[src/rtl/mac_pkg.sv]
// Shared types and helpers for the MAC result-side collector (mac_row_collector).
// Pure declarations: no state, no latency, no flow control.
// MAC_ROW_COLLECTOR_SAT_EN adds the saturating adder used in place of wrapping adds.
package mac_pkg;

  localparam int MAC_TILE_SIZE = 4;
  localparam int MAC_ACC_WIDTH = 32;
  // Widest accumulator the saturating helper can clamp (OUT_WIDTH must be below this).
  localparam int SAT_MAXW      = 64;

  typedef logic signed [MAC_ACC_WIDTH-1:0] mac_elem_t;

  typedef enum logic {
    ST_IDLE  = 1'b0,
    ST_DRAIN = 1'b1
  } drain_state_t;

`ifdef MAC_ROW_COLLECTOR_SAT_EN
  // Adds two values already sign-extended from width w and clamps to the signed w-bit range.
  function automatic logic signed [SAT_MAXW-1:0] sat_add(
    input logic signed [SAT_MAXW-1:0] a,
    input logic signed [SAT_MAXW-1:0] b,
    input int                         w
  );
    logic signed [SAT_MAXW:0] s;
    logic signed [SAT_MAXW:0] one;
    logic signed [SAT_MAXW:0] hi;
    logic signed [SAT_MAXW:0] lo;
    one    = '0;
    one[0] = 1'b1;
    s      = {a[SAT_MAXW-1], a} + {b[SAT_MAXW-1], b};
    hi     = (one <<< (w - 1)) - one;
    lo     = -(one <<< (w - 1));
    if (s > hi)      return hi[SAT_MAXW-1:0];
    else if (s < lo) return lo[SAT_MAXW-1:0];
    else             return s[SAT_MAXW-1:0];
  endfunction
`endif

endpackage

[src/rtl/mac_row_reduce.sv]
// Stage 1: sign-extends one tile row and sums its elements into an OUT_WIDTH scalar.
// Latency 1 cycle (sum registered on in_valid, held otherwise).
// No backpressure; clamps per addition when MAC_ROW_COLLECTOR_SAT_EN is defined.
module mac_row_reduce
  import mac_pkg::*;
#(
  parameter int TILE_SIZE = MAC_TILE_SIZE,
  parameter int ACC_WIDTH = MAC_ACC_WIDTH,
  parameter int OUT_WIDTH = 48
) (
  input  logic                           clk,
  input  logic                           rst_n,
  input  logic                           clr,
  input  logic                           in_valid,
  input  logic [TILE_SIZE*ACC_WIDTH-1:0] row_in,
  output logic signed [OUT_WIDTH-1:0]    sum
);

  function automatic logic signed [OUT_WIDTH-1:0] add_ow(
    input logic signed [OUT_WIDTH-1:0] a,
    input logic signed [OUT_WIDTH-1:0] b
  );
`ifdef MAC_ROW_COLLECTOR_SAT_EN
    logic signed [SAT_MAXW-1:0] r;
    r = sat_add(SAT_MAXW'(a), SAT_MAXW'(b), OUT_WIDTH);
    return r[OUT_WIDTH-1:0];
`else
    return a + b;
`endif
  endfunction

  logic signed [OUT_WIDTH-1:0] sum_c;

  // Chain of additions across the row, each element sign-extended first.
  always_comb begin
    sum_c = '0;
    for (int c = 0; c < TILE_SIZE; c++) begin
      sum_c = add_ow(sum_c, OUT_WIDTH'($signed(row_in[c*ACC_WIDTH +: ACC_WIDTH])));
    end
  end

  // Capture the row sum only on a valid beat.
  always_ff @(posedge clk or negedge rst_n) begin
    if (!rst_n)        sum <= '0;
    else if (clr)      sum <= '0;
    else if (in_valid) sum <= sum_c;
  end

endmodule

[src/rtl/mac_row_collector.sv]
// Reduces each result-tile row, accumulates over a block, then streams TILE_SIZE row results.
// Latency: final beat sampled at edge E -> row_valid/blk_done high after edge E+1.
// Input has no backpressure; a block completing while the drain buffer is busy is dropped (ovf_err).
// Optional: MAC_ROW_COLLECTOR_SAT_EN selects saturating instead of wrapping arithmetic.
module mac_row_collector
  import mac_pkg::*;
#(
  parameter int TILE_SIZE = MAC_TILE_SIZE,
  parameter int ACC_WIDTH = MAC_ACC_WIDTH,
  parameter int OUT_WIDTH = 48,
  parameter int IDX_WIDTH = 16
) (
  input  logic                                     clk,
  input  logic                                     rst_n,
  input  logic                                     clr,
  input  logic [7:0]                               cfg_beats,
  input  logic                                     res_valid,
  input  logic [TILE_SIZE*TILE_SIZE*ACC_WIDTH-1:0] res_tile,
  output logic                                     row_valid,
  input  logic                                     row_ready,
  output logic [IDX_WIDTH-1:0]                     row_idx,
  output logic [OUT_WIDTH-1:0]                     row_data,
  output logic                                     blk_done,
  output logic                                     ovf_err
);

  localparam int PTR_W = (TILE_SIZE > 1) ? $clog2(TILE_SIZE) : 1;
  localparam int ROW_W = TILE_SIZE * ACC_WIDTH;

  function automatic logic signed [OUT_WIDTH-1:0] add_ow(
    input logic signed [OUT_WIDTH-1:0] a,
    input logic signed [OUT_WIDTH-1:0] b
  );
`ifdef MAC_ROW_COLLECTOR_SAT_EN
    logic signed [SAT_MAXW-1:0] r;
    r = sat_add(SAT_MAXW'(a), SAT_MAXW'(b), OUT_WIDTH);
    return r[OUT_WIDTH-1:0];
`else
    return a + b;
`endif
  endfunction

  logic signed [OUT_WIDTH-1:0] row_sum   [TILE_SIZE];
  logic signed [OUT_WIDTH-1:0] acc       [TILE_SIZE];
  logic signed [OUT_WIDTH-1:0] drain_buf [TILE_SIZE];
  logic                        beat_vld;
  logic [7:0]                  beat_cnt;
  logic [7:0]                  beats_cap;
  logic [7:0]                  eff_beats;
  logic                        last_beat;
  logic                        last_take;
  logic                        buf_busy;
  logic                        buf_load;
  logic [IDX_WIDTH-1:0]        next_base;
  logic [IDX_WIDTH-1:0]        buf_base;
  logic [PTR_W-1:0]            ptr;
  drain_state_t                state;
  drain_state_t                state_n;

  for (genvar r = 0; r < TILE_SIZE; r++) begin : g_row
    mac_row_reduce #(
      .TILE_SIZE (TILE_SIZE),
      .ACC_WIDTH (ACC_WIDTH),
      .OUT_WIDTH (OUT_WIDTH)
    ) u_reduce (
      .clk      (clk),
      .rst_n    (rst_n),
      .clr      (clr),
      .in_valid (res_valid),
      .row_in   (res_tile[r*ROW_W +: ROW_W]),
      .sum      (row_sum[r])
    );
  end

  // Stage-1 valid bit travels alongside the registered row sums.
  always_ff @(posedge clk or negedge rst_n) begin
    if (!rst_n)   beat_vld <= 1'b0;
    else if (clr) beat_vld <= 1'b0;
    else          beat_vld <= res_valid;
  end

  // Block length: live cfg on the first beat of a block (0 means 1), captured copy afterwards.
  always_comb begin
    eff_beats = beats_cap;
    if (beat_cnt == 8'd0) eff_beats = (cfg_beats == 8'd0) ? 8'd1 : cfg_beats;
  end

  assign last_beat = beat_vld && (({1'b0, beat_cnt} + 9'd1) == {1'b0, eff_beats});
  assign last_take = (state == ST_DRAIN) && row_ready && (ptr == PTR_W'(TILE_SIZE - 1));
  assign buf_busy  = (state == ST_DRAIN) && !last_take;
  assign buf_load  = last_beat && !buf_busy;

  // Stage 2: accumulate row sums; the final beat bypasses acc straight into the drain buffer.
  always_ff @(posedge clk or negedge rst_n) begin
    if (!rst_n) begin
      for (int i = 0; i < TILE_SIZE; i++) acc[i] <= '0;
      beat_cnt  <= '0;
      beats_cap <= '0;
    end else if (clr) begin
      for (int i = 0; i < TILE_SIZE; i++) acc[i] <= '0;
      beat_cnt  <= '0;
      beats_cap <= '0;
    end else if (beat_vld) begin
      if (beat_cnt == 8'd0) beats_cap <= eff_beats;
      if (last_beat) begin
        for (int i = 0; i < TILE_SIZE; i++) acc[i] <= '0;
        beat_cnt <= '0;
      end else begin
        for (int i = 0; i < TILE_SIZE; i++) acc[i] <= add_ow(acc[i], row_sum[i]);
        beat_cnt <= beat_cnt + 8'd1;
      end
    end
  end

  // Drain buffer, row pointer, block indexing and status flags.
  always_ff @(posedge clk or negedge rst_n) begin
    if (!rst_n) begin
      for (int i = 0; i < TILE_SIZE; i++) drain_buf[i] <= '0;
      next_base <= '0;
      buf_base  <= '0;
      ptr       <= '0;
      blk_done  <= 1'b0;
      ovf_err   <= 1'b0;
    end else if (clr) begin
      for (int i = 0; i < TILE_SIZE; i++) drain_buf[i] <= '0;
      next_base <= '0;
      buf_base  <= '0;
      ptr       <= '0;
      blk_done  <= 1'b0;
      ovf_err   <= 1'b0;
    end else begin
      blk_done <= buf_load;
      // Dropped blocks still consume an index range so later blocks stay aligned.
      if (last_beat) next_base <= next_base + IDX_WIDTH'(TILE_SIZE);
      if (last_beat && buf_busy) ovf_err <= 1'b1;
      if (buf_load) begin
        for (int i = 0; i < TILE_SIZE; i++) drain_buf[i] <= add_ow(acc[i], row_sum[i]);
        buf_base <= next_base;
        ptr      <= '0;
      end else if ((state == ST_DRAIN) && row_ready) begin
        ptr <= ptr + PTR_W'(1);
      end
    end
  end

  // Drain FSM state register.
  always_ff @(posedge clk or negedge rst_n) begin
    if (!rst_n) state <= ST_IDLE;
    else        state <= state_n;
  end

  // Drain FSM next state and output stream; outputs read zero while idle.
  always_comb begin
    state_n   = state;
    row_valid = 1'b0;
    row_data  = '0;
    row_idx   = '0;
    if (clr) begin
      state_n = ST_IDLE;
    end else begin
      case (state)
        ST_IDLE:  if (buf_load)  state_n = ST_DRAIN;
        ST_DRAIN: if (last_take) state_n = buf_load ? ST_DRAIN : ST_IDLE;
        default:  state_n = ST_IDLE;
      endcase
    end
    if (state == ST_DRAIN) begin
      row_valid = 1'b1;
      row_data  = drain_buf[ptr];
      row_idx   = buf_base + IDX_WIDTH'(ptr);
    end
  end

endmodule

[config.mk]
export PLATFORM = sky130hd
export DESIGN_NAME = mac_row_collector
export DESIGN_NICKNAME = d
export VERILOG_FILES = /design/src/rtl/mac_pkg.sv /design/src/rtl/mac_row_reduce.sv /design/src/rtl/mac_row_collector.sv
export SDC_FILE = /design/constraint.sdc
export NUM_CORES = 2
export LEC_CHECK = 0
export CORE_MARGIN = 4
export CORE_UTILIZATION = 58
export CTS_CLUSTER_SIZE = 28
export DETAILED_ROUTE_END_ITERATION = 8
export PLACE_DENSITY = 0.82
export SLEW_MARGIN = 5
export SYNTH_ARGS = -nofsm -noshare
export SYNTH_HDL_FRONTEND = slang
export SYNTH_SLANG_ARGS = --single-unit
[constraint.sdc]
create_clock -name clk -period 4.8 [get_ports clk]
set_input_delay 1.44 -clock clk [delete_from_list [all_inputs] [get_ports clk]]
set_output_delay 1.44 -clock clk [all_outputs]
set_load 0.1 [all_outputs]
==> metrics.md <==
| Metric | Value |
|---|---|
| Outcome | `complete, but fails checks` |
| Failing checks | `setup timing` |
| Total power | `34.7 mW` |
| Synth warn | `0` |
| Post-synth EDFFs | `0` |
| Inst Count DP | `8,040` |
| Max Freq | `157 MHz` |
| First-pass GRT wire length | `between 200,000 and 300,000 um` |
| Leakage | `33.5 nW` |
| Final Cycle Share | `133%` |
| Via density | `6.20` |
| Fraction of layout cells with a size suffix above 1 | `between 20 and 25%` |
| CTS Buf Count | `69` |
| WS Path Type | `in -> reg` |
| Synth top area share | `approximately 30%` |
| GRT met1 Usage | `46.2%` |
| Hold WC Path Type | `reg -> reg` |
| H-tree Lvls | `3` |
| Final Worst Setup Slack | `-1560 ps` |
| Rel. slew slack | `12.8%` |
| Drt total wl | `184,000 um` |
| FF+latch area | `15,700 um^2` |
| Starting DRT DRC Count | `4,290` |
| CTS tree | `yes` |
| Die width | `about 310 um` |
| Min cycle time layout | `6360 ps` |
| Fillers | `5,546` |
| Syn nets | `6,944` |
| Met3 usage | `6.21%` |
| Slowest-stage cell, CP | `fa_1` |
| Gpl congestion | `0.963` |
| Port buffer count | `591` |
| Max Cap Violations | `0` |
| Via count of the first global-routing pass | `51,800` |
| Least-Margin Pin Slew | `roughly 1300 ps` |
| Endpoint type of the worst setup path | `register` |
| P&R area growth vs syn | `35.3%` |
| Clk_lat worst skew | `620 ps` |
| Hold path endpoint | `g_row[1].u_reduce.sum[34]$_DFFE_PN0P_` |
| Clock slew at reported path FFs | `60 ps` |
| Chip Height | `306 um` |
| DR DRC count | `0` |
| Cell taking the most area after synthesis | `dfrtp_1` |
| Setup_tns | `-117,880 ps` |
| R2r endpoint | `acc[190]$_DFFE_PN0P_` |
| Hold depth | `1` |
| Worst Hold Slack | `482 ps` |
| WP data required | `5270 ps` |
| Reg-to-reg startpoint | `acc[144]$_DFFE_PN0P_` |
| DRT Pass-1 Iters | `6` |
| DIE AREA | `93,500 um^2` |
| Synthesized instance count | `~5,800` |
| Final-report setup violation count | `145` |
| Clock buffer depth | `3` |
| Core area | `87,400 um^2` |
| Synthesized area | `approximately 51,000 um^2` |
| Clk sinks | `approximately 630` |
| Met2 global-route usage | `61.5%` |
| Final Skew | `29.5 ps` |
| Max-slew violation count | `0` |
| Crit path launch type | `primary input` |
| DR WL/cell | `22.3 um` |
| DP Area | `approximately 64,000 um^2` |
| Total GRT Usage | `36.2%` |
| DPL Wire Length | `131,000 um` |
| Synth top area cells | `dfrtp_1 (30%), ha_1 (12%), nand2_1 (5.9%)` |
| Mean Syn Cell Area | `8.88 um^2` |
| Register area share after synthesis | `a little under a third` |
| CTS Hold Bufs | `0` |
| Worst path bufs/invs | `1` |
| VDD IR max | `approximately 0.00030 V` |
| Async SR Flop Fraction | `between 90% and 100%` |
| Multi-input gate area | `36,800 um^2` |
| Grt peak-use layer | `met2` |
| Worst reg2reg setup slack | `520 ps` |
| FP Rows | `108` |
| Cell family with most CP delay | `compound AO/OA/AOI/OAI gates` |
| DRT antenna net count | `0` |
| Max Fanout on Critical Path | `3` |
| FF-to-FF path depth | `14` |
| Power per cell area | `498 nW/um^2` |
| Non-Filler Instances | `8,282` |
| Fin area | `69,600 um^2` |
| Commonest non-fill, non-tap cell in the layout | `buf_4` |
| Io pins | `592` |
| Nets | `8,225` |
| Total gr overflow | `0` |
| Crit-path max cell delay | `around 580 ps` |
| DR vias | `51,300` |
| Initial antenna violation count | `11` |
| Starting density of the core | `58.8%` |
| RSZ-0062 raised after global routing | `yes` |
| Top_reg_cell synth | `dfrtp_1` |
| Arrival @ worst endpoint | `6830 ps` |
| FF+latch count, synth | `627` |
| Most frequent cells in the layout | `buf_4 (859), nand2_1 (787), dfrtp_1 (624)` |
| Hold path start | `g_row[1].u_reduce.sum[34]$_DFFE_PN0P_` |
| Yosys cell types | `93` |
| Largest net degree at the start of global routing | `110` |
| Clk root buf | `clkbuf_16` |
| Hold Vio Cnt, Final | `0` |
[cells by family after synthesis]
kind of cell / Yosys count / synth area share [%]
multiplexers: 153 / 4.20
adder cells (fa/ha/maj): 627 / 17.3
AO/OA/AOI/OAI: 1747 / 21.6
XOR/XNOR: 442 / 7.52
AND/OR/NAND/NOR: 1794 / 15.8
flip-flops: 627 / 30.5
buffers and inverters: 402 / 3.02
[final cells by class]
type                            count  share of cell area [%]
Antenna cell                        4                  0.0144
Inverter                          154                   0.867
Sequential cell                   627                    22.6
Multi-Input combinational cell   4763                    52.9
Clock buffer                       93                    2.87
Clock inverter                     28                   0.491
Tap cell                         1155                    2.08
Timing Repair Buffer             1458                    18.2
[cells in the mapped netlist, types with 14 or more instances]
cell and number:
a21boi_0 15, dfrtp_1 627, fa_1 141, o21bai_1 62, xnor2_1 280, and2_1 81, ha_1 486, or3_1 24
nand4_1 71, a211oi_1 45, mux2i_1 82, mux2_2 23, o31ai_1 34, a31oi_1 54, xor2_1 162, clkbuf_1 210
o21a_1 51, nor2_1 393, o21ai_0 318, a211o_1 14, a22o_1 101, o211ai_1 23, nand3_1 130, or2_2 15
and3_1 40, nand2b_1 61, inv_1 153, mux4_2 48, buf_1 14, a21oi_1 589, buf_2 21, a21o_1 281
nor2b_1 62, nand2_1 802, nor3_1 57
[registers in the layout, indices dropped and copies added (netlist names), 2 cells and up]
register            flops
g_row.u_reduce.sum    192
beats_cap               8
ptr                     2
beat_cnt                8
acc                   192
drain_buf             192
buf_base               15
next_base              14
[where the power goes]
part	internal, mW	leakage [nW]	switching (mW)	total [mW]
logic	10.1	23.9	11.5	21.6
clock network	3.26	1.15	2.31	5.57
registers	6.53	8.53	1.01	7.54
total	19.9	33.5	14.8	34.7
[worst max-delay path by stage]
stage                             from                                     to  slack, ps  cells past startpoint
after detailed placement   res_tile[1]  g_row[0].u_reduce.sum[33]$_DFFE_PN0P_      -2490                     30
after floorplan           res_tile[68]  g_row[0].u_reduce.sum[33]$_DFFE_PN0P_      -1640                     26
after global routing       res_tile[9]  g_row[0].u_reduce.sum[35]$_DFFE_PN0P_      -1740                     27
after global placement     res_tile[1]  g_row[0].u_reduce.sum[33]$_DFFE_PN0P_      -2330                     29
final                      res_tile[9]  g_row[0].u_reduce.sum[33]$_DFFE_PN0P_      -1560                     27
after CTS                  res_tile[1]  g_row[0].u_reduce.sum[31]$_DFFE_PN0P_      -1300                     31
[metal layers]
metal | part of all wire, % | wire length, um
met2 | 48 | 89300
met5 | 0.0081 | 15
met4 | 5.0 | 9240
met3 | 8.2 | 15100
met1 | 38 | 70700
[repair_timing]
item | CTS | global route
buffers inserted | 91 | 60
endpoints found under the setup margin | 152 | 148
pin swaps | 249 | 278
gates resized for setup | 412 | 264
[metrics by stage]
stage               utilization, %  setup slack (ps)
floorplan                        -             -1640
global placement              73.5             -2330
detailed placement            73.5             -2490
CTS                           77.9             -1300
global route                  79.6             -1740
finish                        79.6             -1560
(Power assumes the default switching activity.)
